===== config.mk =====
export PLATFORM = sky130hd
export DESIGN_NAME = muldiv_unit
export DESIGN_NICKNAME = d
export VERILOG_FILES = /design/src/rtl/muldiv_pkg.sv /design/src/rtl/muldiv_unit_div_iter.sv /design/src/rtl/muldiv_unit.sv
export SDC_FILE = /design/constraint.sdc
export NUM_CORES = 2
export LEC_CHECK = 0
export BUFFER_PORTS_ARGS = -buffer_cell sky130_fd_sc_hd__buf_4
export CORE_UTILIZATION = 25
export DETAILED_ROUTE_END_ITERATION = 8
export SLEW_MARGIN = 10
export SYNTH_ARGS = -nofsm -noshare
export SYNTH_HDL_FRONTEND = slang
export SYNTH_SLANG_ARGS = --single-unit

===== constraint.sdc =====
create_clock -name clk -period 22.1 [get_ports clk]
set_clock_uncertainty 0.15 [all_clocks]
set_input_delay 3.315 -clock clk [delete_from_list [all_inputs] [get_ports clk]]
set_output_delay 3.315 -clock clk [all_outputs]
set_load 0.01 [all_outputs]

===== src/rtl/muldiv_pkg.sv =====
// Shared op encoding and FSM state type for the multiply/divide unit.
package muldiv_pkg;

    localparam logic [1:0] OP_MULT  = 2'd0;
    localparam logic [1:0] OP_MULTU = 2'd1;
    localparam logic [1:0] OP_DIV   = 2'd2;
    localparam logic [1:0] OP_DIVU  = 2'd3;

    typedef enum logic [1:0] {
        StIdle,
        StMul,
        StDiv,
        StDone
    } state_t;

endpackage


===== src/rtl/muldiv_unit_div_iter.sv =====
// Radix-2 restoring divider on operand magnitudes; the final step's result is
// sign-corrected combinationally so the top can capture it on the last edge.
module div_iter
    import muldiv_pkg::*;
#(
    parameter int unsigned WIDTH = 32
) (
    input  logic             clk,
    input  logic             rst,
    input  logic             load,
    input  logic             step,
    input  logic             is_signed,
    input  logic [WIDTH-1:0] a,
    input  logic [WIDTH-1:0] b,
    output logic             last,
    output logic [WIDTH-1:0] quo,
    output logic [WIDTH-1:0] rem
);

    localparam int unsigned CW = $clog2(WIDTH);

    logic [WIDTH-1:0] rem_q, quo_q, dvs_q;
    logic             neg_quo_q, neg_rem_q;
    logic [CW-1:0]    cnt_q;

    logic             sign_a, sign_b, fits;
    logic [WIDTH-1:0] a_mag, b_mag, rem_n, quo_n;
    logic [WIDTH:0]   shifted, diff;

    always_comb begin
        sign_a  = is_signed & a[WIDTH-1];
        sign_b  = is_signed & b[WIDTH-1];
        a_mag   = sign_a ? -a : a;
        b_mag   = sign_b ? -b : b;
        // quo_q doubles as the dividend shift register: its MSB feeds the remainder.
        shifted = {rem_q, quo_q[WIDTH-1]};
        diff    = shifted - {1'b0, dvs_q};
        fits    = ~diff[WIDTH];
        rem_n   = fits ? diff[WIDTH-1:0] : shifted[WIDTH-1:0];
        quo_n   = {quo_q[WIDTH-2:0], fits};
        quo     = neg_quo_q ? -quo_n : quo_n;
        rem     = neg_rem_q ? -rem_n : rem_n;
        last    = (cnt_q == CW'(WIDTH - 1));
    end

    always_ff @(posedge clk) begin
        if (rst) begin
            rem_q     <= '0;
            quo_q     <= '0;
            dvs_q     <= '0;
            neg_quo_q <= 1'b0;
            neg_rem_q <= 1'b0;
            cnt_q     <= '0;
        end else if (load) begin
            rem_q     <= '0;
            quo_q     <= a_mag;
            dvs_q     <= b_mag;
            neg_quo_q <= sign_a ^ sign_b;
            neg_rem_q <= sign_a;
            cnt_q     <= '0;
        end else if (step) begin
            rem_q <= rem_n;
            quo_q <= quo_n;
            cnt_q <= cnt_q + CW'(1);
        end
    end

endmodule


===== src/rtl/muldiv_unit.sv =====
// Multiply/divide unit: pipelined multiplier plus an iterative divider under one
// control FSM; hi/lo are written only when entering the done state.
module muldiv_unit
    import muldiv_pkg::*;
#(
    parameter int unsigned WIDTH       = 32,
    parameter int unsigned MUL_LATENCY = 3
) (
    input  logic             clk,
    input  logic             rst,
    input  logic             start,
    input  logic [1:0]       op,
    input  logic [WIDTH-1:0] a,
    input  logic [WIDTH-1:0] b,
    input  logic             cancel,
    output logic             busy,
    output logic             done,
    output logic [WIDTH-1:0] hi,
    output logic [WIDTH-1:0] lo
);

    localparam int unsigned PIPE_DEPTH = (MUL_LATENCY > 1) ? MUL_LATENCY - 1 : 1;

    state_t             state_q;
    logic [1:0]         cnt_q;
    logic [2*WIDTH-1:0] pipe_q [PIPE_DEPTH];
    logic [WIDTH-1:0]   hi_q, lo_q;

    logic               accept, is_div, is_signed;
    logic [2*WIDTH-1:0] ext_a, ext_b, prod_now;
    logic               div_last;
    logic [WIDTH-1:0]   div_quo, div_rem;

    always_comb begin
        is_div    = (op == OP_DIV) || (op == OP_DIVU);
        is_signed = (op == OP_MULT) || (op == OP_DIV);
        accept    = start && (state_q == StIdle) && !cancel;
        // Low 2*WIDTH bits of the extended product are correct for both signednesses.
        ext_a     = {{WIDTH{is_signed & a[WIDTH-1]}}, a};
        ext_b     = {{WIDTH{is_signed & b[WIDTH-1]}}, b};
        prod_now  = ext_a * ext_b;
        busy      = (state_q != StIdle);
        done      = (state_q == StDone);
        hi        = hi_q;
        lo        = lo_q;
    end

    div_iter #(
        .WIDTH(WIDTH)
    ) u_div_iter (
        .clk      (clk),
        .rst      (rst),
        .load     (accept && is_div),
        .step     ((state_q == StDiv) && !cancel),
        .is_signed(is_signed),
        .a        (a),
        .b        (b),
        .last     (div_last),
        .quo      (div_quo),
        .rem      (div_rem)
    );

    always_ff @(posedge clk) begin
        if (rst) begin
            state_q <= StIdle;
            cnt_q   <= '0;
            hi_q    <= '0;
            lo_q    <= '0;
            for (int i = 0; i < PIPE_DEPTH; i++) pipe_q[i] <= '0;
        end else begin
            // The pipeline free-runs; only the sample taken at the accept edge is used.
            pipe_q[0] <= prod_now;
            for (int i = 1; i < PIPE_DEPTH; i++) pipe_q[i] <= pipe_q[i-1];

            unique case (state_q)
                StIdle: begin
                    if (accept) begin
                        if (is_div) begin
                            if (b == '0) begin
                                state_q <= StDone;
                                hi_q    <= a;
                                lo_q    <= '1;
                            end else begin
                                state_q <= StDiv;
                            end
                        end else if (MUL_LATENCY == 1) begin
                            state_q      <= StDone;
                            {hi_q, lo_q} <= prod_now;
                        end else begin
                            state_q <= StMul;
                            cnt_q   <= '0;
                        end
                    end
                end
                StMul: begin
                    if (cancel) begin
                        state_q <= StIdle;
                    end else if (cnt_q == 2'(MUL_LATENCY - 2)) begin
                        state_q      <= StDone;
                        {hi_q, lo_q} <= pipe_q[PIPE_DEPTH-1];
                    end else begin
                        cnt_q <= cnt_q + 2'd1;
                    end
                end
                StDiv: begin
                    if (cancel) begin
                        state_q <= StIdle;
                    end else if (div_last) begin
                        state_q <= StDone;
                        hi_q    <= div_rem;
                        lo_q    <= div_quo;
                    end
                end
                StDone: state_q <= StIdle;
            endcase
        end
    end

endmodule


### Yosys cells after proc, flatten, opt, wreduce, memory -nomap -nowiden

Memories as Yosys holds them, arrays and structs flattened.
Cells that the tools add are included.
Widths: inputs -> output; s select.

| operators by class | value |
|---|---|
| add/subtract/negate cells | 7 |
| $mul | 1 |
| equal/unequal tests | 18 |
| muxes and demuxes | 41 |
| bitwise gates (word level) | 6 |
| reduce and logical (&&, ||, !) cells | 18 |

Operators by type and width:

| operator | count |
|---|---|
| $mux 32 | 21 |
| $pmux 32 s3 | 2 |
| $mux 64 | 2 |
| $neg 32->32 | 4 |
| $mul 33x33->64 | 1 |
| $sub 33x32->33 | 1 |
| $logic_not 32->1 | 1 |
| $mux 2 | 10 |
| $ne 2x2->1 const B | 8 |
| $eq 2x2->1 const B | 4 |
| $pmux 2 s4 | 1 |
| $reduce_and 8->1 | 1 |
| $ne 3x3->1 const B | 2 |
| $reduce_bool 2->1 | 3 |
| $add 5x1->5 const B | 1 |
| $eq 5x5->1 const B | 1 |
| $reduce_and 5->1 | 1 |
| $eq 2x1->1 const B | 2 |
| $logic_and 1x1->1 | 4 |
| $logic_not 2->1 | 2 |
| $mux 1 | 4 |
| $pmux 2 s2 | 1 |
| $reduce_and 3->1 | 1 |
| $reduce_bool 3->1 | 1 |
| other kinds (9) | 12 |

| storage, ports and cells | value |
|---|---|
| register bits after elaboration | 171 |
| memory bits (writable) | 128 |
| input port bits | 70 |
| output and inout bits | 66 |
| memories | 1 |

Memories:

| memory | depth | bits a word | read ports | clocked after Yosys merged registers in | wr ports | line | source |
|---|---|---|---|---|---|---|---|
| pipe_q | 2 | 64 | 2 | 0 | 2 | muldiv_unit.sv:26 | `logic [2*WIDTH-1:0] pipe_q [PIPE_DEPTH];` |

### Depth between registers and ports, before layout

| depth | value |
|---|---|
| word-level depth | 7 |
| mapped depth | 32 |

### Hierarchy

From an unflattened synthesis, not the netlist that was laid out.

| unflattened totals | value |
|---|---|
| cell total of the unflattened synthesis | 6095 |
| area total of the unflattened synthesis | 53761.6 um^2 |

Modules (own cells, without submodules):

| module | times used | cells each | area an instance (um^2) | seq. area each (um^2) |
|---|---|---|---|---|
| muldiv_unit | 1 | 4889 | 44527.7 | 3923.8 |
| div_iter | 1 | 1206 | 9233.9 | 2062.0 |

### Worst setup path before layout

Ideal clock, no wire load.

| path | value |
|---|---|
| path kind | input to register |
| start | in a[31] |
| end | mem pipe_q[0][60] in the netlist's numbering |
| arrival time | 10.999 ns |
| data required time | 21.829 ns |
| setup slack | 10.830 ns |
| stages | 27 |
| buffers on the path | 2 |
| cell sequence | nor2b_1 > clkbuf_1 > clkbuf_1 > nand2_1 > inv_1 > fa_1 > inv_1 > fa_1 > inv_1 > fa_1 > fa_1 > inv_1 > fa_1 > inv_1 > fa_1 > inv_1 > fa_1 > fa_1 > inv_1 > ha_1 > and3_1 > a311oi_1 > o21ai_0 > a21oi_1 > o21ai_0 > a311oi_1 > mux2_2 |

RTL lines:

| item | line | source |
|---|---|---|
| from (decl) | muldiv_unit.sv:13 | `input logic [WIDTH-1:0] a,` |
| to (decl) | muldiv_unit.sv:26 |  |

==> flow_metrics.py <==
metrics = {
    "layout": {
        "drive_gt1_frac": 0.04726,
        "final-instance-count-excl-fill": 8831,
        "fin_area_mm2": 0.05826,
        "area_growth_pct": 8.135,
        "final_nets": 7416,
    },
    "critical_path": {
        "critPathMostFrequentCell": "fa_1",
        "cp-end-kind": "flip-flop",
        "critical_path_class": "input port to flip-flop",
        "start_kind": "input port",
        "slowest_stage": "nor2b_4",
        "crit_buf_inv": 8,
        "cp.arrival_ps": 12970,
        "crit_path_max_fanout": 48,
        "path_delay_family": "adder cells",
        "slowest_delay_ps": 1140,
        "critPathRequiredTime_ps": 22410,
    },
    "sta": {
        "setup_ws_ps": 9444,
        "worst_pin_slew_ps": 1293,
        "finalSetupViolCount": 0,
        "fin_setup_tns_ps": 0,
        "drv_slew": 0,
        "slew_headroom": 0.1364,
        "rsz0062_at_grt": "no",
        "fin_crit_sh": 0.5727,
        "hold_violations": 0,
        "fmax_mhz": 79.01,
        "min_period_ps": 12660,
    },
    "job": {
        "cap_viol_max_count": 0,
    },
    "drt": {
        "viasPerCell": 4.745,
        "routed-via-count": 41903,
        "wl_um": 165100,
        "ant_nets": 0,
        "drt_iter0_drc": 3106,
        "routedWlPerCell_um": 18.69,
        "remaining_drc_errors": 0,
        "dr.pass1.iters": 5,
    },
    "floorplan": {
        "core.rowCount": 170,
        "pin_count": 136,
        "initial_core_util": 0.2513,
        "die_x_um": 466.2,
        "die_area_mm2": 0.2174,
        "die_h_um": 466.2,
        "coreArea_mm2": 0.2144,
    },
    "cts": {
        "cts_tree": "done",
        "cts_buffers": 30,
        "clock-sinks": 299,
        "path_clk_slew_ps": 70,
        "cts_hold_buf": 0,
        "clock_latency_ps": 580,
        "ctsRootBufferMaster": "clkbuf_16",
        "htree_levels": 1,
        "clock_path_buffers": 3,
        "post_cts_buffers": 0,
        "cts_resized": 0,
    },
    "outcome": {
        "status": "finished, final reports clean",
    },
    "synthesis": {
        "syn-cell-area_mm2": 0.05388,
        "async_flop_share": 0,
        "synth_cells": 6167,
        "ys_ff_latch": 299,
        "syn-num-nets": 7619,
        "yosysWarnings": 0,
        "synth_flop_cell": "dfxtp_1",
        "ys_seq_area_frac": 0.1111,
        "synth_area_per_cell_um2": 8.736,
        "synth-edff-count": 0,
        "synth.distinct_cells": 92,
    },
    "place": {
        "placed_cell_area_mm2": 0.05720,
        "numPortBuffers": 135,
        "place_hpwl_um": 127200,
        "post-place-ws_ps": 8881,
        "dp.cells": 8770,
        "place.gp.congestion": 0.9291,
    },
    "global_routing": {
        "antenna_found_initial": 11,
        "grt_pass1_wl_um": 258900,
        "grt_max_degree": 105,
        "grtUsageTotal": 0.1518,
        "grt_pass1_vias": 44263,
        "grt-ovfl-total": 0,
    },
    "hold_path": {
        "min_path_type": "flip-flop to flip-flop",
    },
}
worst register-to-register path, stage by stage (launching register included):
cell and delay [ps]:
dfxtp_1 380, inv_1 80, ha_1 160, inv_1 50, fa_1 430, a21o_1 250, a22oi_2 370, a2111oi_4 200
o2111a_1 340, o31a_1 510, nor2_4 190, buf_4 520, mux2i_1 390, ha_1 300, o211ai_1 230, a2111oi_0 970
mux2i_1 340, and3_1 280, o311ai_0 300, o211ai_1 260, a21oi_1 200
layout by cell type, fill, tap and decap left out, drive strengths merged, types with 13 or more instances in the layout:
cell type	n
a21o	51
o21bai	13
or4	16
a311oi	43
a31oi	26
nor2	332
clkbuf	37
o21a	21
dfxtp	299
nand3	30
nand2	898
inv	1172
o21ai	111
o41ai	16
a21oi	167
fa	1126
mux2i	25
ha	256
and3	21
and2	366
a211oi	67
nor4	30
xnor2	125
buf	171
nor2b	95
a221oi	48
nand4	13
nor3	88
o31ai	30
nand2b	33
xor2	64
or3	30
cell type report:
type / instances / area [µm²]
fill: 22892 / 156100
multi-input combinational: 4289 / 41970
sequential: 299 / 5986
inverter: 1173 / 4403
tap: 2838 / 3551
timing repair buffer: 171 / 1291
clock buffer: 37 / 828.3
clock inverter: 19 / 221.5
antenna: 5 / 12.51
flip-flops by register name, indices dropped and copies added, names as in the netlist:
name	cells
pipe_q	128
lo	32
u_div_iter.neg_quo_q	1
u_div_iter.quo_q	32
u_div_iter.dvs_q	32
u_div_iter.neg_rem_q	1
u_div_iter.cnt_q	5
u_div_iter.rem_q	32
hi	32
state_q	2
cnt_q	2
logic make-up after synthesis:
group	Yosys count	synth area share
simple gates	1995	0.1742
buf+inv	1579	0.1107
fa+ha+maj	1382	0.4778
compound gates	690	0.08918
flops	299	0.1111
xor+xnor	189	0.03072
mux	33	0.006317
worst paths after layout:
| kind | slack, ps | cells after the start | endpoint | start |
|---|---|---|---|---|
| max | 9440 | 26 | pipe_q[0][60] | a[31] |
| min | 280 | 1 | pipe_q[0][67] | pipe_q[0][3] |
| max reg2reg | 15130 | 20 | hi[10] | u_div_iter.quo_q[31] |
| min reg2reg | 280 | 1 | pipe_q[0][67] | pipe_q[0][3] |
per-stage QoR:
step	utilization	hold WS [ps]
floorplan	-	263.8
global placement	0.2668	270.1
detailed placement	0.2668	273.1
CTS	0.2717	287.9
global route	0.2717	303.3
finish	0.2717	284.8
synth_stat cells (16+ instances only):
master / instances / share of area
inv_1: 1170 / 0.082
fa_1: 1126 / 0.42
nand2_1: 896 / 0.062
and2_1: 365 / 0.042
clkbuf_1: 334 / 0.023
nor2_1: 331 / 0.023
dfxtp_1: 299 / 0.11
ha_1: 256 / 0.059
a21oi_1: 166 / 0.015
xnor2_1: 125 / 0.020
o21ai_0: 109 / 0.010
nor2b_1: 95 / 0.011
nor3_1: 87 / 0.0081
a211oi_1: 65 / 0.0091
xor2_1: 64 / 0.010
buf_1: 54 / 0.0038
a21o_1: 51 / 0.0071
a221oi_1: 46 / 0.0075
a311oi_1: 42 / 0.0068
nand2b_1: 33 / 0.0038
nand3_1: 30 / 0.0028
o31ai_1: 28 / 0.0039
or3_1: 28 / 0.0033
nor4_1: 27 / 0.0031
a31oi_1: 26 / 0.0030
mux2i_1: 25 / 0.0046
and3_1: 21 / 0.0024
o21a_1: 21 / 0.0029
o41ai_1: 16 / 0.0026
layer usage:
layer,GRT usage,part of all wire,vias to the layer above
met5,0,0.00016,-
met4,0.04140,0.028,4
met3,0.01531,0.063,241
met2,0.2632,0.48,1550
met1,0.1997,0.42,21657
li1,-,-,18451
Power is left out: the tool's default activity adds up to more than one toggle a clock period on the data nets, which glitch-free logic cannot reach.
